[src/rtl/irrigation_matrix_pkg.sv]
// Shared definitions for the irrigation matrix display: mode encodings and
// the mirror-distance helper used to fold the symmetric pictogram.
package irrigation_matrix_pkg;

    typedef enum logic [1:0] {
        MODE_OFF       = 2'b00,
        MODE_SPRINKLER = 2'b01,
        MODE_DRIPPER   = 2'b10,
        MODE_FAULT     = 2'b11
    } mode_e;

    function automatic int mirror_dist(input int col, input int n_cols);
        int d;
        d = col - (n_cols - 1) / 2;
        return (d < 0) ? -d : d;
    endfunction

endpackage

[src/rtl/irrigation_frame_rom.sv]
// Combinational picture table: (mode, frame, mirror distance) -> row bits of
// one column of the irrigation pictogram.
module irrigation_frame_rom
    import irrigation_matrix_pkg::*;
#(
    parameter int N_ROWS = 7,
    parameter int FW     = 2,
    parameter int HW     = 2
) (
    input  logic [1:0]        i_mode,
    input  logic [FW-1:0]     i_frame,
    input  logic [HW-1:0]     i_h,
    output logic [N_ROWS-1:0] o_row
);

    int w_spray_row;
    int w_drip_row;

    // Spray arc drops one row on odd frames; the drop falls one row per frame.
    assign w_spray_row = N_ROWS - 1 - int'(i_h) - int'(i_frame[0]);
    assign w_drip_row  = N_ROWS - 1 - (int'(i_frame) % (N_ROWS - 1));

    always_comb begin
        // NOTE: default assignment first so every path drives o_row and no latch is inferred.
        o_row = '0;
        case (i_mode)
            MODE_OFF: begin
                if (i_h == '0) o_row = '1;
            end
            MODE_SPRINKLER: begin
                o_row[0] = 1'b1;
                if (i_h == '0) o_row = '1;
                for (int r = 1; r < N_ROWS; r++) begin
                    if (i_h != '0 && r == w_spray_row) o_row[r] = 1'b1;
                end
            end
            MODE_DRIPPER: begin
                o_row[0] = 1'b1;
                if (i_h == '0) o_row = '1;
                for (int r = 1; r < N_ROWS; r++) begin
                    if (i_h == HW'(1) && r == w_drip_row) o_row[r] = 1'b1;
                end
            end
            default: begin
                o_row = i_frame[0] ? '0 : '1;
            end
        endcase
    end

endmodule

[src/rtl/irrigation_matrix_scanner.sv]
// Column-multiplexed 5x7 LED driver that animates the irrigation pictogram;
// mode is taken only at scan boundaries so a picture never tears.
module irrigation_matrix_scanner
    import irrigation_matrix_pkg::*;
#(
    parameter int N_COLS      = 5,
    parameter int N_ROWS      = 7,
    parameter int SCAN_DIV    = 1000,
    parameter int FRAME_SCANS = 50,
    parameter int N_FRAMES    = 4
) (
    input  logic              clk,
    input  logic              rst_n,
    input  logic              enable,
    input  logic [1:0]        mode,
    output logic [N_COLS-1:0] col_n,
    output logic [N_ROWS-1:0] row,
    output logic [1:0]        mode_active,
    output logic              frame_start
);

    localparam int DW = (SCAN_DIV > 1) ? $clog2(SCAN_DIV) : 1;
    localparam int CW = (N_COLS > 1) ? $clog2(N_COLS) : 1;
    localparam int SW = (FRAME_SCANS > 1) ? $clog2(FRAME_SCANS) : 1;
    localparam int FW = (N_FRAMES > 1) ? $clog2(N_FRAMES) : 1;
    localparam int HW = ((N_COLS - 1) / 2 + 1 > 1) ? $clog2((N_COLS - 1) / 2 + 1) : 1;

    logic [DW-1:0]     r_div;
    logic [CW-1:0]     r_col;
    logic [SW-1:0]     r_scan;
    logic [FW-1:0]     r_frame;
    logic [1:0]        r_mode_active;
    logic [N_COLS-1:0] r_col_n;
    logic [N_ROWS-1:0] r_row;
    logic              r_frame_start;

    logic              w_div_end;
    logic              w_col_end;
    logic              w_scan_end;
    logic [HW-1:0]     w_h;
    logic [N_COLS-1:0] w_col_sel_n;
    logic [N_ROWS-1:0] w_rom_row;

    assign w_div_end   = (r_div == DW'(SCAN_DIV - 1));
    assign w_col_end   = (r_col == CW'(N_COLS - 1));
    assign w_scan_end  = (r_scan == SW'(FRAME_SCANS - 1));
    assign w_h         = HW'(mirror_dist(int'(r_col), N_COLS));
    assign w_col_sel_n = ~(N_COLS'(1) << r_col);

    irrigation_frame_rom #(
        .N_ROWS (N_ROWS),
        .FW     (FW),
        .HW     (HW)
    ) u_rom (
        .i_mode  (r_mode_active),
        .i_frame (r_frame),
        .i_h     (w_h),
        .o_row   (w_rom_row)
    );

    // NOTE: non-blocking assignments so every register samples pre-edge values.
    always_ff @(posedge clk or negedge rst_n) begin
        if (!rst_n) begin
            r_div         <= '0;
            r_col         <= '0;
            r_scan        <= '0;
            r_frame       <= '0;
            r_mode_active <= MODE_OFF;
            r_col_n       <= '1;
            r_row         <= '0;
            r_frame_start <= 1'b0;
        end else if (!enable) begin
            r_col_n       <= '1;
            r_row         <= '0;
            r_frame_start <= 1'b0;
        end else begin
            r_col_n       <= w_col_sel_n;
            r_row         <= w_rom_row;
            r_frame_start <= 1'b0;
            if (!w_div_end) begin
                r_div <= r_div + DW'(1);
            end else begin
                r_div <= '0;
                if (!w_col_end) begin
                    r_col <= r_col + CW'(1);
                end else begin
                    r_col         <= '0;
                    r_mode_active <= mode;
                    // A mode change restarts the animation and outranks a scan wrap.
                    if (mode != r_mode_active) begin
                        r_scan        <= '0;
                        r_frame       <= '0;
                        r_frame_start <= 1'b1;
                    end else if (w_scan_end) begin
                        r_scan        <= '0;
                        r_frame       <= r_frame + FW'(1);
                        r_frame_start <= 1'b1;
                    end else begin
                        r_scan <= r_scan + SW'(1);
                    end
                end
            end
        end
    end

    assign col_n       = r_col_n;
    assign row         = r_row;
    assign mode_active = r_mode_active;
    assign frame_start = r_frame_start;

endmodule

[config.mk]
export PLATFORM = sky130hd
export DESIGN_NAME = irrigation_matrix_scanner
export DESIGN_NICKNAME = d
export VERILOG_FILES = /design/src/rtl/irrigation_matrix_pkg.sv /design/src/rtl/irrigation_frame_rom.sv /design/src/rtl/irrigation_matrix_scanner.sv
export SDC_FILE = /design/constraint.sdc
export NUM_CORES = 1
export LEC_CHECK = 0
export ABC_AREA = 1
export CAP_MARGIN = 10
export CORE_MARGIN = 2
export CORE_UTILIZATION = 50
export DETAILED_ROUTE_END_ITERATION = 6
export PLACE_DENSITY = 0.71
export SYNTH_ARGS = -nofsm -noshare
export SYNTH_HDL_FRONTEND = slang
export SYNTH_SLANG_ARGS = --single-unit
[constraint.sdc]
create_clock -name clk -period 5.7 [get_ports clk]
set_input_delay 1.14 -clock clk [delete_from_list [all_inputs] [get_ports clk]]
set_output_delay 1.14 -clock clk [all_outputs]
set_load 0.05 [all_outputs]
### Yosys cells after proc, flatten, opt, wreduce, memory -nomap -nowiden

Index checks and enable logic that the tools add are counted.

* add/sub/neg operators: 9
* div/mod/pow operators: 1
* $lt $le $gt $ge: 1
* equality and inequality tests: 19
* shift-type cells: 1
* mux-type cells: 30
* bitwise operators: 1
* reductions and logical operators: 19

Operator list (count)
* $eq 4x32->1 const A: 6
* $eq 3x32->1 const A: 4
* $eq 2x32->1 const A: 2
* $mod 3x4->32 const B: 1
* $sub 32x2->32: 1
* $sub 4x32->32 const A: 1
* $mux 7: 4
* $pmux 7 s3: 1
* $mux 1: 17
* $logic_and 1x1->1: 12
* $mux 6: 2
* $add 10x1->10 const B: 1
* $eq 10x10->1 const B: 1
* $mux 10: 1
* $add 6x1->6 const B: 1
* $eq 6x6->1 const B: 1
* $mux 2: 3
* $mux 5: 1
* $not 5->5: 1
* $shl 1x3->5 const A: 1
* $eq 2x1->1 const B: 2
* $logic_not 2->1: 2
* $lt 4x1->1 const B: 1
* $reduce_and 4->1: 1
* 12 further kinds: 13

* register bits: 36
* input port bits: 5
* output and inout port bits: 15
* word-level logic and storage cells: 89

### Depth between registers and ports, before layout

Gate-level depths: netlist (run 1).

* depth after elaboration: 10
* mapped depth: 11
* mapped depth without buffers: 11

### Cells and area by module

A second synthesis (run 1) with hierarchy kept.

* cells, all modules: 301
* area, all modules: 2220.9 um^2

By module, submodules not included
* irrigation_matrix_scanner: times used 1, cells an instance 233, area each 1846.8 um^2, seq. area each 907.1 um^2
* irrigation_frame_rom: times used 1, cells an instance 68, area each 374.1 um^2, seq. area each 0.0 um^2

### Worst setup path after synthesis (run 1)

Ideal clock, no wire load.

* path type: register to register
* from: reg r_col[0]
* to: reg r_row[4], in the netlist row[4]
* library setup time: 78 ps
* data arrival time: 2364 ps
* data required time: 5622 ps
* path slack: 3258 ps
* cell stages (with the launch flop): 11
* path buffers: 0
* period minus slack after synthesis: 2442 ps
* path through: dfrtp_1 inv_1 ha_1 a21oi_1 ha_1 ha_1 ha_1 o21bai_1 nor2_1 nand2_1 a21oi_1

* word-level cells in the longest chain between the ends: 10
* elaborated cells on any way between the ends: 18
* classes of those cells: add/sub (4); order compare (1); eq/ne (2); mux (7); reduce/logical (4)

RTL lines
* start, declared: RTL line irrigation_matrix_scanner.sv:29 `logic [CW-1:0] r_col;`
* start signal, assigned: RTL line irrigation_matrix_scanner.sv:85 `r_col <= r_col + CW'(1);`
* $sub 3x2->4 *: RTL line irrigation_matrix_pkg.sv:14 `d = col - (n_cols - 1) / 2;`
* $lt 4x1->1 or $neg 2->2 (tied branches): RTL line irrigation_matrix_pkg.sv:15 `return (d < 0) ? -d : d;`
* $mux 2 *: RTL line irrigation_matrix_pkg.sv:15
* $sub 3x2->4: RTL line irrigation_frame_rom.sv:20 `assign w_spray_row = N_ROWS - 1 - int'(i_h) - int'(i_frame[0]);`
* $sub 32x2->32: RTL line irrigation_frame_rom.sv:20
* $eq 4x32->1: RTL line irrigation_frame_rom.sv:34 `if (i_h != '0 && r == w_spray_row) o_row[r] = 1'b1;`
* $logic_and 1x1->1: RTL line irrigation_frame_rom.sv:34
* $mux 1: RTL line irrigation_frame_rom.sv:34
* $pmux 7 s3 *: RTL line irrigation_frame_rom.sv:26 `case (i_mode)`
* $mux 7 *: RTL line irrigation_matrix_scanner.sv:72 `end else if (!enable) begin`
* end signal, assigned: RTL line irrigation_matrix_scanner.sv:78 `r_row <= w_rom_row;`
* end, declared: RTL line irrigation_matrix_scanner.sv:34 `logic [N_ROWS-1:0] r_row;`

Every way passes the cells marked *; elsewhere a longest branch is shown, timed or not.
A chain may end at the register's enable or synchronous reset.

### Final worst setup path (run 1)

* from: reg r_col[0]
* to: reg r_row[6], in the netlist row[6]

Same word-level chain as after synthesis.

==> results of run 1 <==
-- cells in the final DEF (no fill, tap or decap), types with 6 or more instances in the layout --
cell type	synthesis	final
sky130_fd_sc_hd__nand3_1	22	22
sky130_fd_sc_hd__clkbuf_8	0	7
sky130_fd_sc_hd__nand2_1	74	74
sky130_fd_sc_hd__o21ai_0	6	6
sky130_fd_sc_hd__nor2_1	38	38
sky130_fd_sc_hd__inv_1	47	47
sky130_fd_sc_hd__a21oi_1	13	13
sky130_fd_sc_hd__ha_1	21	21
sky130_fd_sc_hd__dfrtp_1	31	31
sky130_fd_sc_hd__clkdlybuf4s50_1	0	19
-- per-layer routing --
metal	up-vias	track usage, %	share of wire [%]
met4	0	7.547	1.9
met1	873	23.97	47
met2	44	33.02	47
li1	959	-	-
met3	11	3.989	4.2
met5	-	0	0
-- metrics by stage --
step	util, %	total power [W]	instance area [µm²]	instances
2_1_floorplan	-	0.0003812	2251	292
3_3_place_gp	57.50	0.0004125	2504	362
3_5_place_dp	57.50	0.0004144	2504	362
4_1_cts	60.40	0.0006634	2630	370
5_1_grt	60.40	0.0006935	2630	370
6_report	60.40	0.0006571	2630	370
-- sequential cells by signal, indices dropped and copies added (netlist names) --
signal and cells:
row 7, col_n 5, frame_start 1, mode_active 2, r_scan 6, r_div 10, r_frame 2, r_col 3
-- cell type report --
type | count | area (µm²) | area share, %
clock buffers | 7 | 96.34 | 3.663
clock inverters | 1 | 30.03 | 1.142
inverters | 49 | 183.9 | 6.993
multi-input cells | 205 | 1150 | 43.72
flip-flops and latches | 36 | 907.1 | 34.49
well taps | 52 | 65.06 | 2.474
repair buffers | 20 | 197.7 | 7.517
-- logic make-up (layout without fill, tap and decap cells) --
family | Yosys count | count (layout)
XOR/XNOR | 5 | 5
AO/OA/AOI/OAI | 25 | 25
adder cells (fa/ha/maj) | 22 | 22
AND/OR/NAND/NOR | 153 | 153
flip-flops | 36 | 36
buffers and inverters | 51 | 77
-- worst paths after layout --
| check | startpoint | endpoint |
|---|---|---|
| min in group asynchronous | rst_n | r_div[0]$_DFFE_PN0P_ |
| min reg2reg | r_div[9]$_DFFE_PN0P_ | r_div[9]$_DFFE_PN0P_ |
| max reg2reg | r_col[0]$_DFFE_PN0P_ | row[6]$_DFF_PN0_ |
| max in group asynchronous | rst_n | col_n[4]$_DFF_PN1_ |
| max | r_col[0]$_DFFE_PN0P_ | row[6]$_DFF_PN0_ |
| min | r_div[9]$_DFFE_PN0P_ | r_div[9]$_DFFE_PN0P_ |
-- tightest hold or removal path: stages, from the launching register on --
cell,delay [ns]
sky130_fd_sc_hd__dfrtp_1,0.35
sky130_fd_sc_hd__nor2_1,0.05
sky130_fd_sc_hd__nor2_1,0.08
-- where the power goes --
group / switching, W / leakage [nW] / internal (W)
clock network: 0.0000930 / 0.0645 / 0.000154
logic: 0.0000702 / 0.903 / 0.0000358
registers: 0.0000263 / 0.426 / 0.000277
total: 0.000190 / 1.39 / 0.000468
==> run summary, run 1 <==
=====================================================================================================
Run status ............................................................................. finished clean
Worst skew pair latency ................................................................      0.29 ns
Hold Fails Final Rpt ...................................................................            0
Number of distinct library cell variants in the gate-level netlist after synthesis .....           29
Cell type with the highest aggregate area in the netlist ............................... sky130_fd_sc_hd__dfrtp_1
Synth Instances ........................................................................          292
Post-synthesis share of cell area spent on full adders, half adders and majority gates .       12.56%
Count of unresolved DRC violations after routing .......................................            0
Rows ...................................................................................           24
Die Width ..............................................................................     71.10 µm
Simple-gate portion of the synthesized area ............................................       30.46%
Post-route clock period utilization ....................................................       48.06%
Post-detailed-route count of antenna-violating nets ....................................            0
Fraction of synthesized cell area taken by the top area cell type ......................       34.46%
Critical Path Max Stage Delay ..........................................................      0.53 ns
Register-to-register setup slack .......................................................      2.96 ns
Minimum setup slack in the final design ................................................     2.960 ns
Endpoint class of the critical path ....................................................     register
Post-synthesis average cell area .......................................................    7.709 µm²
Top-level port count ...................................................................           20
Number of enable-type register cells in the synthesized netlist ........................            0
Iteration-0 DRC count of the detailed router ...........................................           90
Placement Setup Slack ..................................................................     2.894 ns
CP dominant cell by count .............................................................. sky130_fd_sc_hd__ha_1
Worst EP arrival .......................................................................      2.95 ns
Most numerous cell types in the synthesized netlist .................................... sky130_fd_sc_hd__nand2_1, sky130_fd_sc_hd__inv_1, sky130_fd_sc_hd__nor2_1
Crit path max fanout ...................................................................            9
Vias per cell ..........................................................................        5.100
Predominant post-synthesis flop cell ................................................... sky130_fd_sc_hd__dfrtp_1
Depth of the worst hold-timing path ....................................................            2
Post-cts repair resize count ...........................................................            0
Final Net Count ........................................................................          344
Average wire length per cell after detail routing ......................................     11.61 µm
Final setup violation count ............................................................            0
Max-cap violation count ................................................................            0
Maximum number of pins on one net before global-route repair ...........................           37
Worst Setup Start Kind .................................................................     register
Number of gates on the worst path with buffers counted .................................           10
VDD IR max .............................................................................     124.7 µV
Time the worst path needs with I/O delays and setup ....................................     2.740 ns
Proportion of register bits with asynchronous set or reset after synthesis .............       100.0%
Xor-xnor portion of the synthesized cell area ..........................................       1.946%
Synth top area cells ................................................................... sky130_fd_sc_hd__dfrtp_1, sky130_fd_sc_hd__nand2_1, sky130_fd_sc_hd__ha_1
First-pass GRT wire length .............................................................      7872 µm
Gr ovfl total ..........................................................................            0
Setup repair after global routing missed its margin ....................................           no
Clock tree sinks .......................................................................           36
Leading cell type by number of instances after synthesis ............................... sky130_fd_sc_hd__nand2_1
Hold/Removal Path Class ................................................................ register to register
Num CTS Buffers ........................................................................            5
Cell-by-cell trace of the critical path ................................................ inv_1 > ha_1 > a21oi_1 > ha_1 > ha_1 > ha_1 > o21bai_1 > nor2_1 > nand2_1 > a21oi_1
Count of buffers inserted at the top-level ports .......................................           19
Buffering stage count on the worst path with inverters included ........................            1
Clk slew on worst S/H paths ............................................................      0.07 ns
Root buffer selected by CTS ............................................................ sky130_fd_sc_hd__clkbuf_8
CTS tree ...............................................................................         done
Final-layout fill cell count ...........................................................          401
Height of the die ......................................................................     71.10 µm
Max Buffers Root-to-Sink ...............................................................            2
Slew at the pin closest to its max-slew limit ..........................................    0.5300 ns
Number of diodes added for antenna fixing ..............................................            0
Starting density of the core ...........................................................       51.70%
First-pass iteration count of the detailed router ......................................            4
Cell depth of the worst flop-to-flop path ..............................................           10
HPWL after detailed placement ..........................................................      3192 µm
Final hold slack .......................................................................    0.5199 ns
Synth Warn # ...........................................................................            0
Share of the yosys chip area belonging to registers ....................................       40.30%
Number of antenna violations at the first check in global routing ......................            0
Synthesized cell area ..................................................................     2251 µm²
Static leakage power ...................................................................     1.394 nW
Layout cells sized above 1 .............................................................       8.805%
Total number of vias ...................................................................         1887
Dominant combinational cell family by area after synthesis ............................. simple AND/OR/NAND/NOR gates
GRT Util Overall .......................................................................       19.32%
Critical-path top delay cell ........................................................... sky130_fd_sc_hd__dfrtp_1
GP Congestion ..........................................................................       0.8758
FMAX ...................................................................................    365.0 MHz
PD cells ............................................................................... 249.9 nW/µm²
Number of global-route vias before repair ..............................................         1826
Critical path class .................................................................... register to register
Number of synthesized register bits ....................................................           36
Count of final max-slew check failures .................................................            0
Endpoint required time on the critical path ............................................      5.91 ns
Crit path max-delay family .............................................................  adder cells
Hold-fix buffer count after cts ........................................................            0
Max-Slew Margin vs Limit ...............................................................       64.55%
H-tree depth ...........................................................................            2
Die area ...............................................................................     5055 µm²
Number of nets produced by synthesis ...................................................          319
Post-route setup TNS ...................................................................         0 ns
Share of the synthesized area in compound gates (AO/OA/AOI/OAI) ........................       6.115%
Multiplexer share of the synthesized area ..............................................           0%
Final wirelength .......................................................................      4297 µm
Standard cell core area ................................................................     4354 µm²
Number of buffers added for setup after CTS ............................................            0
Worst-case clock skew ..................................................................  0.004948 ns
Area growth syn-to-layout ..............................................................       16.84%
=====================================================================================================
Power figures use the tool's default switching activity.
==> run 2, diff against run 1 <==
Clock period 5.7 ns to 2.6 ns, I/O delays scaled along.
==> run 2 against run 1 <==
Largest cell class unchanged. Die area did not move. Clock power rose by 55%. Register-to-register slack got worse by 2.7 ns. Sequential share of layout area rose by 0.30 points. Largest power group unchanged. First-iteration DRC count rose by 5.6%. Critical path depth did not move.
==> run summary, run 2 (synthesis results as in run 1) <==
=====================================================================================
Hold Fails Final Rpt ...................................................            0
PD cells ............................................................... 491.9 nW/µm²
Post-route clock period utilization ....................................       88.76%
Commonest cells after routing, fill and taps aside ..................... sky130_fd_sc_hd__nand2_1, sky130_fd_sc_hd__inv_1, sky130_fd_sc_hd__nor2_1, sky130_fd_sc_hd__dfrtp_1, sky130_fd_sc_hd__nand3_1
Average wire length per cell after detail routing ......................     10.97 µm
Endpoint required time on the critical path ............................      2.81 ns
HPWL after detailed placement ..........................................      3162 µm
Most frequent standard cell in the layout excluding fill and tap cells . sky130_fd_sc_hd__nand2_1
Crit path max fanout ...................................................            4
Gr ovfl total ..........................................................            0
Maximum number of pins on one net before global-route repair ...........           37
Placement Setup Slack ..................................................    0.3121 ns
Final design instance area without fill ................................     2608 µm²
Die area ...............................................................     5055 µm²
Count of unresolved DRC violations after routing .......................            0
Post-cts repair resize count ...........................................            0
Number of global-route vias before repair ..............................         1731
Clock tree sinks .......................................................           36
Static leakage power ...................................................     1.387 nW
Slew at the pin closest to its max-slew limit ..........................    0.4972 ns
Number of diodes added for antenna fixing ..............................            0
Run status ............................................................. finished clean
Worst-case clock skew ..................................................   0.01143 ns
GRT Util Overall .......................................................       18.44%
Worst EP arrival .......................................................      2.51 ns
Worst Setup Start Kind .................................................     register
Height of the die ......................................................     71.10 µm
Placed insts ...........................................................          365
VDD IR max .............................................................     233.4 µV
Number of buffers added for setup after CTS ............................            0
Power after layout .....................................................   0.001283 W
Iteration-0 DRC count of the detailed router ...........................           95
Total number of vias ...................................................         1828
Layout cells sized above 1 .............................................       9.034%
Hold/Removal Path Class ................................................ register to register
Root buffer selected by CTS ............................................ sky130_fd_sc_hd__clkbuf_8
Count of final max-slew check failures .................................            0
Number of flip-flops in the largest register ...........................           10
Cell Area, Placed ......................................................     2526 µm²
Count of buffers inserted at the top-level ports .......................           19
Rows ...................................................................           24
Max Buffers Root-to-Sink ...............................................            2
Final setup violation count ............................................            0
Post-route setup TNS ...................................................         0 ns
Die Width ..............................................................     71.10 µm
Time the worst path needs with I/O delays and setup ....................     2.308 ns
First-pass iteration count of the detailed router ......................            4
Number of antenna violations at the first check in global routing ......            0
Top-level port count ...................................................           20
Final Net Count ........................................................          347
FMAX ...................................................................    433.3 MHz
Vias per cell ..........................................................        4.901
Critical path class .................................................... register to register
Max-Slew Margin vs Limit ...............................................       66.63%
GP Congestion ..........................................................       0.8598
CTS tree ...............................................................         done
Worst skew pair latency ................................................      0.29 ns
Final Non-Filler Cells .................................................          373
First-pass GRT wire length .............................................      7424 µm
Largest register by flop count .........................................        r_div
Setup repair after global routing missed its margin ....................           no
H-tree depth ...........................................................            2
Hold-fix buffer count after cts ........................................            0
Clk slew on worst S/H paths ............................................      0.08 ns
Max-cap violation count ................................................            0
Post-detailed-route count of antenna-violating nets ....................            0
Final wirelength .......................................................      4092 µm
Area growth syn-to-layout ..............................................       15.84%
Standard cell core area ................................................     4354 µm²
Num CTS Buffers ........................................................            5
Starting density of the core ...........................................       51.70%
Endpoint class of the critical path ....................................     register
Minimum setup slack in the final design ................................    0.2923 ns
=====================================================================================
==> run 2: critical path, stage by stage, from the launching register on <==
cell                       delay (ns)
sky130_fd_sc_hd__dfrtp_1         0.41
sky130_fd_sc_hd__inv_1           0.12
sky130_fd_sc_hd__ha_1            0.25
sky130_fd_sc_hd__a21oi_1         0.21
sky130_fd_sc_hd__ha_1            0.28
sky130_fd_sc_hd__ha_1            0.21
sky130_fd_sc_hd__ha_1            0.16
sky130_fd_sc_hd__o21bai_1        0.20
sky130_fd_sc_hd__nor2_1          0.18
sky130_fd_sc_hd__nand2_1         0.08
sky130_fd_sc_hd__a21oi_1         0.13
==> run 2: cell type report <==
class                   instances  area, µm²
fillers                       403       1747
multi-input cells             205       1150
flip-flops and latches         36      907.1
repair buffers                 23      220.2
inverters                      49      183.9
clock buffers                   7      76.32
well taps                      52      65.06
clock inverters                 1      5.005
==> run 2: path summary, 6_finish.rpt <==
kind / end / slack (ns) / start / depth (start not counted)
worst max-delay path: row[5]$_DFF_PN0_ / 0.29 / r_col[1]$_DFFE_PN0P_ / 10
worst min-delay path: r_div[9]$_DFFE_PN0P_ / 0.52 / r_div[9]$_DFFE_PN0P_ / 2
worst max register to register: row[5]$_DFF_PN0_ / 0.29 / r_col[1]$_DFFE_PN0P_ / 10
worst min register to register: r_div[9]$_DFFE_PN0P_ / 0.52 / r_div[9]$_DFFE_PN0P_ / 2
max in group asynchronous: col_n[4]$_DFF_PN1_ / 1.61 / rst_n / 2
min in group asynchronous: r_div[5]$_DFFE_PN0P_ / 0.64 / rst_n / 2
==> run 2: where the power goes <==
| part | switching, W | total (W) | internal, W |
|---|---|---|---|
| clock | 0.000194 | 0.000382 | 0.000188 |
| combinational | 0.000153 | 0.000233 | 0.0000802 |
| sequential | 0.0000597 | 0.000668 | 0.000608 |
==> run 2: per-stage QoR <==
| stage | util, % | hold WS [ns] |
|---|---|---|
| 3_5_place_dp | 58.02 | 0.5049 |
| 3_3_place_gp | 58.02 | 0.4963 |
| 6_report | 59.89 | 0.5155 |
| 5_1_grt | 59.89 | 0.5353 |
| 4_1_cts | 59.89 | 0.5225 |
| 2_1_floorplan | - | 0.2244 |
==> run 2: layer usage <==
metal	vias up	part of all wire, %	wire (µm)	global-route usage (%)
li1	965	-	-	-
met1	826	48	1979	22.57
met2	31	47	1913	32.29
met3	6	3.5	142	4.274
met4	0	1.4	57	5.660
met5	-	0	0	0
==> run 3, diff against run 2 <==
--- a/config.mk
+++ b/config.mk
@@ -11,5 +11,5 @@
 export CORE_UTILIZATION = 50
 export DETAILED_ROUTE_END_ITERATION = 6
-export PLACE_DENSITY = 0.71
+export DONT_BUFFER_PORTS = 1
 export SYNTH_ARGS = -nofsm -noshare
 export SYNTH_HDL_FRONTEND = slang
==> constraint.sdc (replaced) <==
create_clock -name clk -period 2.6 [get_ports clk]
set_input_delay 0.52 -clock clk [delete_from_list [all_inputs] [get_ports clk]]
set_output_delay 0.52 -clock clk [all_outputs]
set_load 0.02 [all_outputs]
==> run 3 against run 2 <==
Clock skew decreased by 0.0027 ns. Non-clock buffer count fell by 20. Worst setup slack better by 0.044 ns. Sequential cell count is the same. Final cell count shrank 5.4%. Die area is the same. Clock power is 30% higher. Highest routed layer unchanged.
==> run summary, run 3 (synthesis results as in run 1) <==
=====================================================================================
Worst setup path startpoint ............................................ r_col[1]$_DFFE_PN0P_
Largest register by flop count .........................................        r_div
Endpoint class of the critical path ....................................     register
PD cells ............................................................... 552.4 nW/µm²
Final Net Count ........................................................          327
Count of buffers inserted at the top-level ports .......................            0
First-pass GRT wire length .............................................      7417 µm
Area growth syn-to-layout ..............................................       8.949%
Worst skew pair latency ................................................      0.29 ns
HPWL after detailed placement ..........................................      2987 µm
Setup repair after global routing missed its margin ....................           no
Gr ovfl total ..........................................................            0
Final hold slack .......................................................   0.05102 ns
Worst Setup Start Kind .................................................     register
Rows ...................................................................           24
Max Buffers Root-to-Sink ...............................................            2
Root buffer selected by CTS ............................................ sky130_fd_sc_hd__clkbuf_8
Average wire length per cell after detail routing ......................     11.39 µm
GP Congestion ..........................................................       0.8833
Clock tree sinks .......................................................           36
VDD IR max .............................................................     282.1 µV
Top-level port count ...................................................           20
Worst-case clock skew ..................................................  0.008687 ns
Critical path class .................................................... register to register
Register-to-register setup slack .......................................      0.34 ns
Post-route clock period utilization ....................................       87.07%
FMAX ...................................................................    441.7 MHz
Max-cap violation count ................................................            0
Maximum number of pins on one net before global-route repair ...........           32
Cell Area, Placed ......................................................     2321 µm²
Final setup violation count ............................................            0
Height of the die ......................................................     71.10 µm
Endpoint required time on the critical path ............................      2.81 ns
Number of flip-flops in the largest register ...........................           10
Post-detailed-route count of antenna-violating nets ....................            0
Max-Slew Margin vs Limit ...............................................       67.98%
CTS tree ...............................................................         done
Crit path max fanout ...................................................            4
Post-route setup TNS ...................................................         0 ns
Die Width ..............................................................     71.10 µm
Cell depth of the worst flop-to-flop path ..............................           10
Standard cell core area ................................................     4354 µm²
Commonest cells after routing, fill and taps aside ..................... sky130_fd_sc_hd__nand2_1, sky130_fd_sc_hd__inv_1, sky130_fd_sc_hd__nor2_1, sky130_fd_sc_hd__dfrtp_1, sky130_fd_sc_hd__nand3_1
Worst EP arrival .......................................................      2.47 ns
Run status ............................................................. finished clean
GRT Util Overall .......................................................       18.38%
Time the worst path needs with I/O delays and setup ....................     2.264 ns
Final wirelength .......................................................      4020 µm
Hold Fails Final Rpt ...................................................            0
Worst reg2reg endpoint ................................................. row[5]$_DFF_PN0_
Clk slew on worst S/H paths ............................................      0.08 ns
Count of final max-slew check failures .................................            0
Final design instance area without fill ................................     2452 µm²
Most frequent standard cell in the layout excluding fill and tap cells . sky130_fd_sc_hd__nand2_1
Layout cells sized above 1 .............................................       9.967%
First-pass iteration count of the detailed router ......................            4
Minimum setup slack in the final design ................................    0.3362 ns
H-tree depth ...........................................................            2
Static leakage power ...................................................     1.322 nW
Die area ...............................................................     5055 µm²
Iteration-0 DRC count of the detailed router ...........................           89
Number of global-route vias before repair ..............................         1695
Total number of vias ...................................................         1740
Number of antenna violations at the first check in global routing ......            0
Hold/Removal Path Class ................................................ input pin to asynchronous set/reset pin
Num CTS Buffers ........................................................            5
Vias per cell ..........................................................        4.929
Post-cts repair resize count ...........................................            0
Number of diodes added for antenna fixing ..............................            0
Final-layout fill cell count ...........................................          406
R2R Path Start ......................................................... r_col[1]$_DFFE_PN0P_
Slew at the pin closest to its max-slew limit ..........................    0.4771 ns
Starting density of the core ...........................................       51.70%
Destination of the critical timing path ................................ row[5]$_DFF_PN0_
Count of unresolved DRC violations after routing .......................            0
Power after layout .....................................................   0.001355 W
Placement Setup Slack ..................................................    0.3692 ns
=====================================================================================
==> run 3: final cells by class <==
type / count / area [µm²] / area share (%)
timing repair buffer: 3 / 35.03 / 1.429
multi-input combinational: 205 / 1150 / 46.89
inverter: 49 / 183.9 / 7.500
tap: 52 / 65.06 / 2.653
sequential: 36 / 907.1 / 36.99
clock buffer: 5 / 68.82 / 2.806
clock inverter: 3 / 42.54 / 1.735
==> run 3: what timing repair did <==
item                      4_1_cts  5_1_grt
hold buffers                    1        0
hold endpoints to repair       31        0
setup buffers                   0        0
==> run 3: how the worst min path moves through the flow <==
stage          startpoint                      to
2_1_floorplan       rst_n   frame_start$_DFF_PN0_
3_3_place_gp        rst_n    r_div[0]$_DFFE_PN0P_
3_5_place_dp        rst_n    r_div[0]$_DFFE_PN0P_
4_1_cts             rst_n    r_col[0]$_DFFE_PN0P_
5_1_grt             rst_n      col_n[2]$_DFF_PN1_
6_report            rst_n  r_frame[0]$_DFFE_PN0P_
==> run 3: worst max-delay path, stage by stage, from the launching register on <==
cell	delay, ns
sky130_fd_sc_hd__dfrtp_1	0.40
sky130_fd_sc_hd__inv_1	0.09
sky130_fd_sc_hd__ha_1	0.28
sky130_fd_sc_hd__a21oi_1	0.20
sky130_fd_sc_hd__ha_1	0.28
sky130_fd_sc_hd__ha_1	0.20
sky130_fd_sc_hd__ha_1	0.16
sky130_fd_sc_hd__o21bai_1	0.19
sky130_fd_sc_hd__nor2_1	0.18
sky130_fd_sc_hd__nand2_1	0.08
sky130_fd_sc_hd__a21oi_1	0.12
==> run 3: per-layer routing <==
layer | share of wire, % | wire (µm) | vias up | track usage [%]
met5 | 0 | 0 | - | 0
met4 | 1.4 | 55 | 0 | 6.499
met3 | 2.4 | 96 | 6 | 4.274
met2 | 44 | 1754 | 27 | 28.45
met1 | 53 | 2114 | 780 | 25.32
li1 | - | - | 927 | -
==> run 3: through the flow <==
stage                     util, %  std cells
after floorplan                 -        292
after global placement      53.30        344
after detailed placement    53.30        344
after CTS                   56.32        353
after global routing        56.32        353
final                       56.32        353
==> run 3: report_power, final <==
| part | switching, W | internal, W | total, W |
|---|---|---|---|
| combinational | 0.000116 | 0.0000645 | 0.000181 |
| clock | 0.000213 | 0.000284 | 0.000497 |
| sequential | 0.0000689 | 0.000608 | 0.000677 |
| total | 0.000398 | 0.000957 | 0.00135 |
